`src/rtl/i2c_pkg.sv`:
```
// Shared types and helpers for the single-byte I2C master controller.
package i2c_pkg;

  typedef enum logic [2:0] {
    IDLE,
    START,
    ADDR,
    ADDR_ACK,
    DATA,
    DATA_ACK,
    STOP
  } i2c_state_e;

  typedef enum logic [1:0] {
    P0,
    P1,
    P2,
    P3
  } i2c_phase_e;

  localparam int I2C_BITS_FULL = 20;
  localparam int I2C_BITS_NACK = 11;

  // {scl, sda} for one bus position; b is the data bit of a shifted bit
  function automatic logic [1:0] bus_drive(
    input i2c_state_e s,
    input i2c_phase_e p,
    input logic       b
  );
    logic       hi;
    logic [1:0] d;
    hi = (p == P2) || (p == P3);
    unique case (s)
      IDLE:    d = 2'b11;
      START:   d = {1'b1, ~hi};
      STOP:    d = {p != P0, p == P3};
      default: d = {hi, b};
    endcase
    return d;
  endfunction

endpackage

```
`src/rtl/i2c_master_ctrl_if.sv`:
```
// Request-side handshake bundle for the I2C master controller.
interface i2c_master_ctrl_if;

  logic       req;
  logic       ready;
  logic [6:0] addr;
  logic       wr;
  logic [7:0] din;
  logic [7:0] dout;
  logic       done;
  logic       ack_err;
  logic       busy;

  modport master (
    output req, addr, wr, din,
    input  ready, dout, done, ack_err, busy
  );

  modport slave (
    input  req, addr, wr, din,
    output ready, dout, done, ack_err, busy
  );

endinterface

```
`src/rtl/i2c_bit_timer.sv`:
```
// Clock divider and quarter-period phase counter for one I2C bit.
module i2c_bit_timer
  import i2c_pkg::*;
#(
  parameter int CLK_DIV = 4
) (
  input  logic       clk,
  input  logic       rst_n,
  input  logic       en,
  output logic       tick,
  output i2c_phase_e phase,
  output logic       bit_end,
  output logic       pre_end
);

  localparam int CW = (CLK_DIV > 1) ? $clog2(CLK_DIV) : 1;

  logic [CW-1:0] cnt;

  assign tick    = en && (cnt == CW'(CLK_DIV - 1));
  assign bit_end = tick && (phase == P3);
  // one cycle ahead of bit_end, lets registered outputs hit the last cycle
  assign pre_end = en && (phase == P3)
                && (cnt == CW'(CLK_DIV - 2));

  always_ff @(posedge clk or negedge rst_n) begin
    if (!rst_n) begin
      cnt   <= '0;
      phase <= P0;
    end else if (!en) begin
      cnt   <= '0;
      phase <= P0;
    end else if (tick) begin
      cnt   <= '0;
      phase <= i2c_phase_e'(phase + 2'd1);
    end else begin
      cnt   <= cnt + 1'b1;
    end
  end

endmodule

```
`src/rtl/i2c_master_ctrl.sv`:
```
// Single-byte I2C master: START, addr+R/W, ACK, data, ACK/NACK, STOP.
module i2c_master_ctrl
  import i2c_pkg::*;
#(
  parameter int CLK_DIV = 4
) (
  input  logic             clk,
  input  logic             rst_n,
  i2c_master_ctrl_if.slave bus,
  output logic             scl,
  output logic             sda_o,
  input  logic             sda_i
);

  i2c_state_e state, state_n;
  i2c_phase_e phase, phase_n;

  logic       tick, bit_end, pre_end;
  logic       en, accept, sample, fin;
  logic [2:0] bit_cnt;
  logic [7:0] sreg, sreg_n;
  logic [7:0] din_q, rx, dout_q;
  logic       wr_q, ready_q, busy_q;
  logic       done_q, err_q, drv_bit;
  logic [1:0] drv_n;

  i2c_bit_timer #(.CLK_DIV(CLK_DIV)) u_timer (
    .clk     (clk),
    .rst_n   (rst_n),
    .en      (en),
    .tick    (tick),
    .phase   (phase),
    .bit_end (bit_end),
    .pre_end (pre_end)
  );

  assign en     = state != IDLE;
  assign accept = bus.req && ready_q;
  assign sample = tick && (phase == P2);
  assign fin    = (state == STOP) && pre_end;

  assign bus.ready   = ready_q;
  assign bus.busy    = busy_q;
  assign bus.done    = done_q;
  assign bus.ack_err = err_q;
  assign bus.dout    = dout_q;

  always_comb begin
    state_n = state;
    unique case (state)
      IDLE: ;
      START:
        if (bit_end) state_n = ADDR;
      ADDR:
        if (bit_end && bit_cnt == 3'd0)
          state_n = ADDR_ACK;
      ADDR_ACK:
        if (bit_end)
          state_n = err_q ? STOP : DATA;
      DATA:
        if (bit_end && bit_cnt == 3'd0)
          state_n = DATA_ACK;
      DATA_ACK:
        if (bit_end) state_n = STOP;
      STOP:
        if (bit_end) state_n = IDLE;
      default: state_n = IDLE;
    endcase
    if (accept) state_n = START;
  end

  // Pins are registered from the next bus position, so every
  // scl/sda change lands on the first cycle of its phase.
  always_comb begin
    phase_n = tick ? i2c_phase_e'(phase + 2'd1)
                   : phase;
    sreg_n  = sreg;
    if (accept) begin
      sreg_n = {bus.addr, ~bus.wr};
    end else if (bit_end) begin
      unique case (1'b1)
        state == ADDR,
        state == DATA:     sreg_n = {sreg[6:0], 1'b0};
        state == ADDR_ACK: sreg_n = din_q;
        default: ;
      endcase
    end
    drv_bit = 1'b1;
    if (state_n == ADDR
        || (state_n == DATA && wr_q))
      drv_bit = sreg_n[7];
    drv_n = bus_drive(state_n, phase_n, drv_bit);
  end

  always_ff @(posedge clk or negedge rst_n) begin
    if (!rst_n) state <= IDLE;
    else        state <= state_n;
  end

  always_ff @(posedge clk or negedge rst_n) begin
    if (!rst_n) begin
      sreg    <= '0;
      bit_cnt <= 3'd7;
      din_q   <= '0;
      wr_q    <= 1'b0;
      rx      <= '0;
      dout_q  <= '0;
      err_q   <= 1'b0;
      done_q  <= 1'b0;
      ready_q <= 1'b1;
      busy_q  <= 1'b0;
      scl     <= 1'b1;
      sda_o   <= 1'b1;
    end else begin
      sreg         <= sreg_n;
      {scl, sda_o} <= drv_n;
      done_q       <= fin;
      if (accept) begin
        wr_q    <= bus.wr;
        din_q   <= bus.din;
        err_q   <= 1'b0;
        ready_q <= 1'b0;
        busy_q  <= 1'b1;
      end else if (fin) begin
        ready_q <= 1'b1;
        busy_q  <= 1'b0;
      end
      if (bit_end && (state == ADDR || state == DATA))
        bit_cnt <= bit_cnt - 3'd1;
      if (sample) begin
        if (state == ADDR_ACK && sda_i)
          err_q <= 1'b1;
        if (state == DATA_ACK && wr_q && sda_i)
          err_q <= 1'b1;
        if (state == DATA && !wr_q)
          rx <= {rx[6:0], sda_i};
      end
      if (bit_end && state == DATA_ACK && !wr_q)
        dout_q <= rx;
    end
  end

endmodule
```
`src/flat_wrapper.sv`:
```
// flat-port wrapper written by rule: the top's interface ports become plain ports
module i2c_master_ctrl_flat import i2c_pkg::*;
#(
  parameter int CLK_DIV = 4
)
  (clk, rst_n, scl, sda_o, sda_i, bus_req, bus_addr, bus_wr, bus_din, bus_ready, bus_dout, bus_done, bus_ack_err, bus_busy);
  i2c_master_ctrl_if bus_i ();
  input  logic clk;
  input  logic rst_n;
  output logic scl;
  output logic sda_o;
  input  logic sda_i;
  input wire logic [$bits(bus_i.req)-1:0] bus_req;
  input wire logic [$bits(bus_i.addr)-1:0] bus_addr;
  input wire logic [$bits(bus_i.wr)-1:0] bus_wr;
  input wire logic [$bits(bus_i.din)-1:0] bus_din;
  output wire logic [$bits(bus_i.ready)-1:0] bus_ready;
  output wire logic [$bits(bus_i.dout)-1:0] bus_dout;
  output wire logic [$bits(bus_i.done)-1:0] bus_done;
  output wire logic [$bits(bus_i.ack_err)-1:0] bus_ack_err;
  output wire logic [$bits(bus_i.busy)-1:0] bus_busy;
  assign bus_i.req = bus_req;
  assign bus_i.addr = bus_addr;
  assign bus_i.wr = bus_wr;
  assign bus_i.din = bus_din;
  assign bus_ready = bus_i.ready;
  assign bus_dout = bus_i.dout;
  assign bus_done = bus_i.done;
  assign bus_ack_err = bus_i.ack_err;
  assign bus_busy = bus_i.busy;
  i2c_master_ctrl #(.CLK_DIV(CLK_DIV)) u_core (.clk(clk), .rst_n(rst_n), .bus(bus_i), .scl(scl), .sda_o(sda_o), .sda_i(sda_i));
endmodule
```
`config.mk`:
```
export PLATFORM = sky130hd
export DESIGN_NAME = i2c_master_ctrl_flat
export DESIGN_NICKNAME = d
export VERILOG_FILES = /design/src/rtl/i2c_pkg.sv /design/src/rtl/i2c_master_ctrl_if.sv /design/src/rtl/i2c_bit_timer.sv /design/src/rtl/i2c_master_ctrl.sv /design/src/flat_wrapper.sv
export SDC_FILE = /design/constraint.sdc
export NUM_CORES = 1
export LEC_CHECK = 0
export CAP_MARGIN = 20
export CORE_ASPECT_RATIO = 1.1
export CORE_UTILIZATION = 40
export CTS_CLUSTER_SIZE = 10
export DETAILED_ROUTE_END_ITERATION = 16
export PLACE_DENSITY = 0.62
export SETUP_SLACK_MARGIN = 0.3
export SLEW_MARGIN = 20
export SYNTH_ARGS = -nofsm -noshare
export SYNTH_HDL_FRONTEND = slang
export SYNTH_SLANG_ARGS = --single-unit
```
`constraint.sdc`:
```
create_clock -name clk -period 1.8 [get_ports clk]
set_clock_uncertainty 0.1 [all_clocks]
set_input_delay 0.27 -clock clk [delete_from_list [all_inputs] [get_ports clk]]
set_output_delay 0.27 -clock clk [all_outputs]
set_load 0.1 [all_outputs]
```
==> results of run 1 <==
-- cells by family after synthesis --
logic type / after synthesis / synth area share (%)
simple gates: 89 / 18.01
compound gates: 52 / 14.48
flops: 49 / 51.17
buf+inv: 19 / 3.840
mux: 18 / 8.303
fa+ha+maj: 6 / 3.114
xor+xnor: 3 / 1.090
-- registers in the layout, indices dropped and copies added, names as in the netlist --
register,flops
u_core.bus.ack_err,1
u_core.scl,1
u_core.sreg,8
u_core.bus.busy,1
u_core.bus.ready,1
u_core.din_q,8
u_core.bus.done,1
u_core.u_timer.cnt,2
u_core.bit_cnt,3
u_core.wr_q,1
u_core.sda_o,1
u_core.u_timer.phase,2
u_core.bus.dout,8
u_core.rx,8
u_core.state,3
-- cell usage after synthesis, drive strengths merged, types with 2 or more instances --
library cell / number
or3: 2
buf: 8
and3: 2
a221o: 6
dfstp: 6
and2: 2
a211oi: 2
a31oi: 2
a31o: 2
mux2i: 2
nor2: 13
a21oi: 10
nand3: 5
mux2: 16
ha: 6
inv: 6
dfrtp: 43
nor3: 4
o21ai: 18
nor2b: 2
xnor2: 3
nand4: 2
nand2b: 2
o211ai: 2
nand2: 49
a22oi: 2
o31ai: 2
clkbuf: 5
-- worst min-delay path: cells and delay by family --
kind	cells	cell delay (ns)
buffers and inverters	3	0.88
-- where the power goes --
part / total, uW / switching (uW) / internal, uW
clock network: 649 / 375 / 274
registers: 1340 / 120 / 1220
logic: 1280 / 612 / 666
-- metrics by stage --
stage | setup TNS (ns) | power (uW) | instance area, um^2
after floorplan | -0.06227 | 1793 | 2449
after global placement | -0.7793 | 2195 | 3284
after detailed placement | -1.084 | 2207 | 3284
after CTS | -0.2570 | 3162 | 3776
after global routing | -1.138 | 3440 | 3965
final | -0.4668 | 3268 | 3965
-- placed cells by master, fill, tap and decap left out, types with 5 or more instances in the layout --
cell             synthesis  routed
o21ai_1                  0       8
clkdlybuf4s50_1          0      18
dfstp_2                  6       5
mux2_4                   0      14
nand2_1                 49      47
buf_12                   0      16
a21oi_1                 10       8
dfrtp_1                 43      40
o21ai_2                  1       5
buf_6                    1      23
a221o_1                  6       6
buf_4                    2      40
nor2_1                  13       9
clkbuf_8                 0       5
-- worst max-delay path by stage --
stage	startpoint	endpoint	slack [ns]	cells past startpoint
CTS	u_core.bit_cnt[0]$_DFFE_PN1P_	u_core.sda_o$_DFF_PN1_	-0.15	7
global placement	u_core.bit_cnt[0]$_DFFE_PN1P_	u_core.sda_o$_DFF_PN1_	-0.12	7
detailed placement	u_core.bit_cnt[0]$_DFFE_PN1P_	u_core.sda_o$_DFF_PN1_	-0.15	7
floorplan	u_core.bit_cnt[0]$_DFFE_PN1P_	u_core.sda_o$_DFF_PN1_	-0.06	7
global route	u_core.u_timer.cnt[0]$_DFF_PN0_	u_core.sda_o$_DFF_PN1_	-0.14	6
finish	u_core.state[2]$_DFF_PN0_	u_core.sda_o$_DFF_PN1_	-0.1	5
-- cell type report --
| class | count | area [um^2] | area share (%) |
|---|---|---|---|
| clock inverters | 2 | 15.01 | 0.3787 |
| flip-flops and latches | 49 | 1241 | 31.30 |
| repair buffers | 99 | 1075 | 27.11 |
| multi-input cells | 168 | 1438 | 36.26 |
| well taps | 77 | 96.34 | 2.430 |
| inverters | 6 | 27.53 | 0.6942 |
| clock buffers | 6 | 72.57 | 1.830 |
-- layer usage --
layer | vias up | part of all wire, % | track usage, %
li1 | 1021 | - | -
met4 | 0 | 1.4 | 6.993
met2 | 43 | 50 | 36.03
met5 | - | 0 | 0
met3 | 7 | 3.7 | 4.396
met1 | 1070 | 45 | 26.93
-- what timing repair did --
| item | in CTS | in global routing |
|---|---|---|
| pin swaps | 19 | 19 |
| setup endpoints to repair | 45 | 40 |
| hold endpoints to repair | 43 | 0 |
| setup buffers | 12 | 7 |
| gates resized for setup | 86 | 26 |
| hold buffers | 1 | 0 |
==> impl_metrics.yaml, run 1 <==
logic_synthesis:
  netlist_area_um2: 2411
  yosysWarnings: 0
  synth_cells: 236
  ys_types: 47
  async_flop_share_pct: 100.0
  synth-main-ff-cell: "dfrtp_1"
  synth_edf_count: 0
  synth_top_cell_area_share_pct: 44.63
  yosys.area.top_type: "dfrtp_1"
  synth_nets: 262
  avgSynthCellArea_um2: 10.22
  seq_area_frac_synth_pct: 51.17
  yosys-top-cells-area: "dfrtp_1 45%, nand2_1 7.6%, mux2_2 7.5%, dfstp_2 6.5%, o21ai_0 3.5%"
  ys_ff_latch: 49
critical_path:
  path_cells: "buf_12 > or3_4 > a31oi_1 > o22ai_1 > a311o_1"
  crit_buf_inv: 1
  slowest_delay_ns: 0.44
  crit_type: "reg2reg"
  slowest_stage: "dfrtp_2"
  required_ns: 1.93
  cp_max_fo: 5
  crit_path_end_kind: "flip-flop"
  r2r_start: "u_core.state[2]$_DFF_PN0_"
  worstPathArrival_ns: 2.03
  reg2reg_depth: 5
  cp_top_family: "compound AO/OA/AOI/OAI gates"
  r2r-end: "u_core.sda_o$_DFF_PN1_"
  startpoint_type: "flip-flop"
  r2r_slack_ns: -0.1
grt:
  grt_max_degree: 50
  grt.total_usage_pct: 21.20
  antenna_found_initial: 0
  grt_overflow_total: 0
  grt_pass1_vias: 2187
  grt_pass1_wl_um: 10550
place:
  portBuffers: 33
  dp_slack_ns: -0.1475
  routabilityCongestion: 0.9029
  dp.cells: 379
  dpl.hpwl_um: 3897
route:
  wl_per_cell_um: 15.39
  drc: 0
  initialDrtViolationCount: 60
  dr.pass1.iters: 7
  via_count: 2141
  drt_wl_total_um: 6264
  vias_per_cell: 5.260
  antenna_left: 0
clock_tree:
  cts_tree: "built"
  clock_latency_ns: 0.31
  clkSinkCount: 49
  root_buffer: "clkbuf_8"
  cts_buffers: 5
  path_clk_slew_ns: 0.09
  htreeDepth: 2
  clk_path_buf_depth: 2
layout:
  nFillCells: 425
  finalNetCount: 355
  area_growth_pct: 64.45
  final_cell_count_no_fill: 407
  antenna_cells: 0
  utilization_pct: 68.30
  drive_above_1_share_pct: 49.09
timing:
  finalHoldViolations: 0
  rsz0062_at_grt: "true"
  worst_pin_slew_ns: 0.2931
  slew_viol_final: 0
  holdWs_ns: 0.3657
  fin_crit_sh_pct: 105.3
  finalWorstSetupSlack_ns: -0.09595
  fmax_mhz: 527.4
  period_minus_slack_ns: 1.896
  setup_viol: 9
  relSlewSlack_pct: 80.34
power:
  leakagePower_uw: 0.001740
  p_per_area_nw_per_um2: 824.1
  ir_drop_uv: 676.2
floorplanning:
  die_h_um: 83.43
  core_area_um2: 5806
  rows: 29
  io_pins: 34
  dieArea_um2: 6342
  start_util_pct: 41.53
  die_w_um: 76.03
run_status:
  violations: "setup timing"
  status: "complete, but fails checks"
worst_hold_path:
  min_path_type: "in2async"
flow_run:
  max_cap_violations: 0
Power figures use the tool's default switching activity.
==> run 2: changes to the inputs <==
SKIP_LAST_GASP = 1   (was not set)
==> run 2 against run 1 <==
The flow still finishes with violations (setup timing); flip-flop and latch count unchanged; die area unchanged; clock power about the same; non-clock buffer count decreased by 1; first-iteration DRC count increased by 43%; worst hold slack improved by 0.0067 ns; register-to-register slack about the same; routed wire length increased by 0.30%; design area decreased by 1.0%; sequential power about the same; critical endpoint unchanged; highest routed layer unchanged.
==> impl_metrics.yaml, run 2 (same netlist as run 1, synthesis figures left out) <==
run_status:
  status: "complete, but fails checks"
  violations: "setup timing"
route:
  drc: 0
  via_count: 2115
  wl_per_cell_um: 15.48
  dr.pass1.iters: 4
  vias_per_cell: 5.209
  antenna_left: 0
  initialDrtViolationCount: 86
  drt_wl_total_um: 6283
timing:
  worst_pin_slew_ns: 0.3274
  finalHoldViolations: 0
  setup_tns_ns: -0.5969
  slew_viol_final: 0
  fmax_mhz: 525.0
  setup_viol: 9
  rsz0062_at_grt: "true"
  relSlewSlack_pct: 78.04
  fin_crit_sh_pct: 105.8
  period_minus_slack_ns: 1.905
  finalWorstSetupSlack_ns: -0.1048
power:
  ir_drop_uv: 682.7
  leakagePower_uw: 0.001727
  p_per_area_nw_per_um2: 835.6
  total_power_uw: 3279
layout:
  final_common_cell: "nand2_1"
  utilization_pct: 67.59
  final_area_um2: 3924
  nFillCells: 426
  finalNetCount: 354
  antenna_cells: 0
  final_cell_count_no_fill: 406
  drive_above_1_share_pct: 47.72
  area_growth_pct: 62.74
  layout_common_cells: "47 x nand2_1, 40 x buf_4, 40 x dfrtp_1, 21 x buf_6, 18 x clkdlybuf4s50_1"
  multi_input_area_um2: 1421
  seq_area_um2: 1241
flow_run:
  max_cap_violations: 0
critical_path:
  slowest_delay_ns: 0.40
  path_cells: "ha_2 > and2_4 > buf_6 > and3_1 > o211ai_1 > a31oi_2 > a311o_1"
  slowest_stage: "dfrtp_1"
  worstPathArrival_ns: 2.03
  cp_max_fo: 5
  crit_type: "reg2reg"
  startpoint_type: "flip-flop"
  required_ns: 1.93
  crit_path_end_kind: "flip-flop"
clock_tree:
  cts_buffers: 5
  path_clk_slew_ns: 0.09
  cts_tree: "built"
  clock_latency_ns: 0.30
  root_buffer: "clkbuf_8"
  htreeDepth: 2
  clk_path_buf_depth: 2
  clkSinkCount: 49
floorplanning:
  die_h_um: 83.43
  core_area_um2: 5806
  io_pins: 34
  start_util_pct: 41.53
  dieArea_um2: 6342
  rows: 29
  die_w_um: 76.03
place:
  dp.cells: 379
  dpl.hpwl_um: 3897
  portBuffers: 33
  place_area_um2: 3284
  routabilityCongestion: 0.9029
grt:
  grt_overflow_total: 0
  grt_pass1_wl_um: 10430
  grt.total_usage_pct: 20.77
  antenna_found_initial: 0
  grt_pass1_vias: 2181
  grt_max_degree: 50
worst_hold_path:
  min_path_type: "in2async"
-- run 2: worst max-delay path: cells and delay by family (launching register included) --
kind | cells | cell delay [ns]
buffers and inverters | 1 | 0.13
AO/OA/AOI/OAI | 3 | 0.63
adder cells (fa/ha/maj) | 1 | 0.20
flip-flops | 1 | 0.40
AND/OR/NAND/NOR | 2 | 0.37
-- run 2: area by class of cell --
type	count	area share, %
clock inverter	2	0.3827
clock buffer	6	1.849
timing repair buffer	98	26.82
multi-input combinational	168	36.22
tap	77	2.455
inverter	6	0.6378
sequential	49	31.63
-- run 2: metal layers --
metal	GRT usage (%)	vias up	share of wire (%)
met5	0	-	0
met4	6.469	0	1.5
met3	4.505	11	3.6
met2	35.70	47	51
met1	26.05	1043	44
li1	-	1014	-
-- run 2: power breakdown --
part	total (uW)	leakage [uW]	internal, uW	switching [uW]
Clock	646	0.0000374	274	371
Combinational	1290	0.00107	674	621
Sequential	1340	0.000616	1220	119
-- run 2: final timing paths --
kind,startpoint,end,slack [ns],cells past startpoint
setup / recovery,u_core.u_timer.phase[0]$_DFF_PN0_,u_core.sda_o$_DFF_PN1_,-0.10,7
hold / removal,rst_n,u_core.u_timer.phase[0]$_DFF_PN0_,0.37,3
setup reg to reg,u_core.u_timer.phase[0]$_DFF_PN0_,u_core.sda_o$_DFF_PN1_,-0.10,7
hold reg to reg,u_core.din_q[6]$_DFFE_PN0P_,u_core.din_q[6]$_DFFE_PN0P_,0.39,2
max in group asynchronous,rst_n,u_core.bit_cnt[0]$_DFFE_PN1P_,0.94,3
min in group clk,bus_din[2],u_core.din_q[2]$_DFFE_PN0P_,0.38,3
-- run 2: what timing repair did --
item	4_1_cts	5_1_grt
pin swaps	18	22
hold buffers	1	0
buffers inserted	12	6
hold endpoints to repair	43	0
resized for setup	69	36
endpoints found under the setup margin	45	39
-- run 2: through the flow --
stage | hold WS, ns | setup WS, ns
after floorplan | -0.1256 | -0.06227
after global placement | 0.1794 | -0.1212
after detailed placement | 0.1802 | -0.1475
after CTS | 0.3787 | -0.1505
after global routing | 0.3929 | -0.1635
final | 0.3724 | -0.1048
